$ cat config.mk
export PLATFORM = sky130hd
export DESIGN_NAME = div_scheduler
export DESIGN_NICKNAME = d
export VERILOG_FILES = /design/src/rtl/div_scheduler.sv
export SDC_FILE = /design/constraint.sdc
export NUM_CORES = 1
export LEC_CHECK = 0
export ABC_AREA = 0
export CAP_MARGIN = 20
export CORE_AREA = 2 2 128 130
export DETAILED_ROUTE_END_ITERATION = 10
export DIE_AREA = 0 0 130 132
export PLACE_DENSITY_LB_ADDON = 0.1
export SETUP_SLACK_MARGIN = 0.1
export SLEW_MARGIN = 20
export SYNTH_ARGS = -nofsm -noshare
export SYNTH_HDL_FRONTEND = slang
export SYNTH_SLANG_ARGS = --single-unit
$ cat constraint.sdc
create_clock -name clock -period 3.9 [get_ports clock]
set_input_delay 1.17 -clock clock [delete_from_list [all_inputs] [get_ports clock]]
set_output_delay 1.17 -clock clock [all_outputs]
set_load 0.01 [all_outputs]
$ cat src/rtl/div_scheduler.sv
// rtl/div_scheduler.sv - round-robin scheduler sharing one iterative divider between two requesters
// Define SIGNED_DIV_EN for two's-complement operands with sign fix-up at capture.
module div_scheduler #(
    parameter int WIDTH = 32,
    parameter int ITER  = 32
) (
    input  logic             clock,
    input  logic             reset,
    input  logic             req0_valid,
    output logic             req0_ready,
    input  logic [WIDTH-1:0] req0_a,
    input  logic [WIDTH-1:0] req0_b,
    input  logic             req1_valid,
    output logic             req1_ready,
    input  logic [WIDTH-1:0] req1_a,
    input  logic [WIDTH-1:0] req1_b,
    output logic             resp_valid,
    output logic             resp_id,
    output logic [WIDTH-1:0] resp_q,
    output logic [WIDTH-1:0] resp_r,
    output logic             resp_divzero,
    output logic             div_start,
    output logic [WIDTH-1:0] div_a,
    output logic [WIDTH-1:0] div_b,
    input  logic [WIDTH-1:0] div_q,
    input  logic [WIDTH-1:0] div_r
);

    localparam int CW = $clog2(ITER + 1);

    typedef enum logic [2:0] {
        S_IDLE,
        S_LAUNCH,
        S_WAIT,
        S_ZERO,
        S_DONE
    } state_t;

    state_t           r_state;
    state_t           w_next;
    logic             r_last_grant;
    logic [WIDTH-1:0] r_a;
    logic [WIDTH-1:0] r_b;
    logic             r_id;
    logic [CW-1:0]    r_cnt;
    logic [WIDTH-1:0] r_resp_q;
    logic [WIDTH-1:0] r_resp_r;
    logic             r_resp_id;
    logic             r_resp_divzero;

    logic             w_grant0;
    logic             w_grant1;
    logic             w_acc0;
    logic             w_acc1;
    logic             w_accept;
    logic [WIDTH-1:0] w_sel_a;
    logic [WIDTH-1:0] w_sel_b;
    logic [WIDTH-1:0] w_cap_q;
    logic [WIDTH-1:0] w_cap_r;

    // On a tie the requester that did not win last time is granted.
    assign w_grant0 = req0_valid && (!req1_valid || r_last_grant);
    assign w_grant1 = req1_valid && (!req0_valid || !r_last_grant);

    assign req0_ready = (r_state == S_IDLE) && w_grant0;
    assign req1_ready = (r_state == S_IDLE) && w_grant1;

    assign w_acc0   = req0_valid && req0_ready;
    assign w_acc1   = req1_valid && req1_ready;
    assign w_accept = w_acc0 || w_acc1;
    assign w_sel_a  = w_acc1 ? req1_a : req0_a;
    assign w_sel_b  = w_acc1 ? req1_b : req0_b;

`ifdef SIGNED_DIV_EN
    // Magnitudes go to the divider; |MIN| wraps to MIN, which reads correctly as unsigned.
    assign div_a   = r_a[WIDTH-1] ? (~r_a + 1'b1) : r_a;
    assign div_b   = r_b[WIDTH-1] ? (~r_b + 1'b1) : r_b;
    assign w_cap_q = (r_a[WIDTH-1] ^ r_b[WIDTH-1]) ? (~div_q + 1'b1) : div_q;
    assign w_cap_r = r_a[WIDTH-1] ? (~div_r + 1'b1) : div_r;
`else
    assign div_a   = r_a;
    assign div_b   = r_b;
    assign w_cap_q = div_q;
    assign w_cap_r = div_r;
`endif

    assign div_start    = (r_state == S_LAUNCH);
    assign resp_valid   = (r_state == S_DONE);
    assign resp_id      = r_resp_id;
    assign resp_q       = r_resp_q;
    assign resp_r       = r_resp_r;
    assign resp_divzero = r_resp_divzero;

    always_comb begin
        w_next = r_state;
        case (r_state)
            S_IDLE: begin
                if (w_accept) begin
                    w_next = (w_sel_b == '0) ? S_ZERO : S_LAUNCH;
                end
            end
            S_LAUNCH: w_next = S_WAIT;
            S_WAIT: begin
                if (r_cnt == CW'(1)) begin
                    w_next = S_DONE;
                end
            end
            S_ZERO:  w_next = S_DONE;
            S_DONE:  w_next = S_IDLE;
            default: w_next = S_IDLE;
        endcase
    end

    always_ff @(posedge clock) begin
        if (reset) begin
            r_state        <= S_IDLE;
            r_last_grant   <= 1'b1;
            r_a            <= '0;
            r_b            <= '0;
            r_id           <= 1'b0;
            r_cnt          <= '0;
            r_resp_q       <= '0;
            r_resp_r       <= '0;
            r_resp_id      <= 1'b0;
            r_resp_divzero <= 1'b0;
        end else begin
            r_state <= w_next;
            if (w_accept) begin
                r_a          <= w_sel_a;
                r_b          <= w_sel_b;
                r_id         <= w_acc1;
                r_last_grant <= w_acc1;
            end
            case (r_state)
                S_LAUNCH: r_cnt <= CW'(ITER);
                S_WAIT: begin
                    r_cnt <= r_cnt - CW'(1);
                    if (r_cnt == CW'(1)) begin
                        r_resp_q       <= w_cap_q;
                        r_resp_r       <= w_cap_r;
                        r_resp_id      <= r_id;
                        r_resp_divzero <= 1'b0;
                    end
                end
                S_ZERO: begin
                    r_resp_q       <= '1;
                    r_resp_r       <= r_a;
                    r_resp_id      <= r_id;
                    r_resp_divzero <= 1'b1;
                end
                default: ;
            endcase
        end
    end

endmodule

==> metrics.txt, run 1 <==
cell count after synthesis=713; Layout Cells excl Fill=1234; fill cell count=1335; synth-to-layout area growth=63.89%; critical path data required time=2.73 ns; largest family of logic cells by synthesized area=compound AO/OA/AOI/OAI gates; initial antenna violation count=0; die span in y=132 µm; row cnt=46; clock sinks=141; Crit Path Class=input pin to output pin; initial core utilization=39.67%; number of synthesized register bits=141; GRT Total Usage=25.01%; Max transition margin=26.02%; HP Class=flop to flop; Final period util=93.02%; hold-critical path depth=2; Fin. Hold Viols=0; Post-synth EDFFs=0; I/O pin cnt=330; Synth Area in Adders=0.4014%; final setup vio count=0; Slew @ Worst Pin=1.110 ns; CP Max Fanout=3; Seq/Total Area, Yosys=45.28%; htree depth=4; cell taking the most area after synthesis=dfxtp_1; CTS Buf Count=17; Setup TNS=0 ns; vias in the first global route=6291; Simple-Gate Fraction of Synth Area=17.98%; n_diodes=0; final setup skew=0.008406 ns; clock slew at reported path FFs=0.06 ns; Final WS setup=0.2723 ns; WP data arrival=2.46 ns; largest net degree at the start of global routing=99; Core Box Area=0.01571 mm²; Die Width=130 µm; DR pass1 iterations=4; most frequent cell after synthesis=dfxtp_1; Max VDD drop=0.0003263 V; Primary FF master, synth=dfxtp_1; Synth area leaders=dfxtp_1, mux2i_1, a211oi_1; min Tclk post-route=3.628 ns; Synth top area share=45.28%; first-pass GRT wire length=33640 µm; via count=6531; syn nets=911; fmax=275.7 MHz; RSZ-0062 raised after global routing=no; post-cts hold buffer count=0; final slew viol count=0; run status=completed; Synth Area per Inst=8.743 µm²; Post-synth ARST share=0%; GRT overflow=0; power per standard cell area=444.3 mW/mm²; Final nets=1203; P_leak=0.003931 µW; CP endpoint kind=output pin; wire per inst=17.95 µm; layout cell share with drive strength beyond 1=5.697%; Max-Cap Viols=0; setup slack at placement=0.02780 ns; startpoint type of the worst setup path=input pin; Detailed Route WL=22160 µm; top cells by count, synth=dfxtp_1, nor2_1, a21oi_1; compound-gate portion of the synthesized area=19.59%; routability congestion estimate=0.8167; mux contribution to synthesized area=10.94%; port bufs=329; number of remaining DRC errors=0; deepest clock path buffer count=2; Ys Warns=0; CTS root buffer=clkbuf_16; reg2reg path depth=6; Via density=5.293; clk_lat worst skew=0.42 ns; Die ar.=0.01716 mm²; CTS tree=done; Final ANT Viol Nets=0; XOR/XNOR share of the synthesized area=0%; DRT iter0 DRCs=315; post-synth cell types=42; placed cells=1202; synthesized area=0.006233 mm²; Final HPWL DP=15280 µm
[worst max-delay path, cell delays in order]
cell             delay, ns
clkdlybuf4s50_1       0.45
nand2b_1              0.14
nand3_4               0.08
inv_1                 0.08
clkdlybuf4s50_1       0.53
[sequential cells by signal (all words and copies together) (netlist names), 3 cells and up]
signal   flops
r_state      3
div_a       32
r_cnt        6
resp_r      32
div_b       32
resp_q      32
[what timing repair did]
action / in CTS / in global routing
resized for setup: 1 / 0
buffers inserted: 0 / 0
endpoints found under the setup margin: 1 / 0
[report_power, final]
group          internal, µW  switching (µW)  total, µW  leakage [µW]
combinational           616             533       1150       0.00247
sequential             1590             109       1700       0.00116
clock                  1070             621       1690      0.000305
total                  3280            1260       4540       0.00393
[cell families after synthesis]
| family | after synthesis |
|---|---|
| buffers and inverters | 76 |
| multiplexers | 68 |
| flip-flops | 141 |
| AND/OR/NAND/NOR | 246 |
| adder cells (fa/ha/maj) | 2 |
| AO/OA/AOI/OAI | 180 |
[metrics by stage]
stage	power (µW)	area [µm²]	util (%)	hold slack [ns]
2_1_floorplan	2270	6233	-	0.4366
3_3_place_gp	2869	9595	61.07	0.4482
3_5_place_dp	2876	9598	61.08	0.4569
4_1_cts	4575	10220	65.02	0.4666
5_1_grt	4730	10220	65.02	0.4832
6_report	4539	10220	65.02	0.4695
[path summary, 6_finish.rpt]
| path | startpoint | to | slack [ns] |
|---|---|---|---|
| worst max-delay path | req1_valid | req0_ready | 0.27 |
| worst min-delay path | r_id | r_id | 0.47 |
| worst max register to register | r_state[1] | div_a[21] | 1.40 |
| worst min register to register | r_id | r_id | 0.47 |
[layout make-up]
type                    count  area, µm²  share of cell area (%)
flip-flops and latches    141       2824                   27.64
multi-input cells         496       3077                   30.12
well taps                 216      270.3                   2.645
clock buffers              21      480.5                   4.703
clock inverters            11      138.9                   1.359
repair buffers            342       3400                   33.28
inverters                   7      26.28                  0.2572
[cells in the final DEF, fill, tap and decap left out, types with 2 or more instances in the layout]
cell type        count
a311oi_1            33
nor2_1             104
clkinvlp_4           2
nor4_1              12
nand4_1              6
bufinv_16            3
mux2i_1             67
nor3b_1              2
nand3_1             34
nand2_1             36
inv_1                7
nand2b_1             2
a211oi_1            65
clkinv_2             5
clkdlybuf4s50_1    327
nor3_1              38
ha_1                 2
clkbuf_8             4
o22ai_1              2
clkbuf_16           17
dfxtp_1            140
a21oi_1             69
buf_4               13
[routing by layer]
layer | vias to the layer above | GRT usage, % | part of all wire (%)
met4 | 0 | 7.945 | 1.8
met2 | 251 | 42.76 | 49
met1 | 3050 | 29.25 | 41
met5 | - | 0 | 0
met3 | 26 | 8.482 | 8.6
li1 | 3204 | - | -
(Power assumes the default switching activity.)
==> run 2, diff against run 1 <==
- GPL_TIMING_DRIVEN: not set -> 1
==> results of run 2 <==
Same layout as run 1: the final DEF is identical, and so are final timing and power.
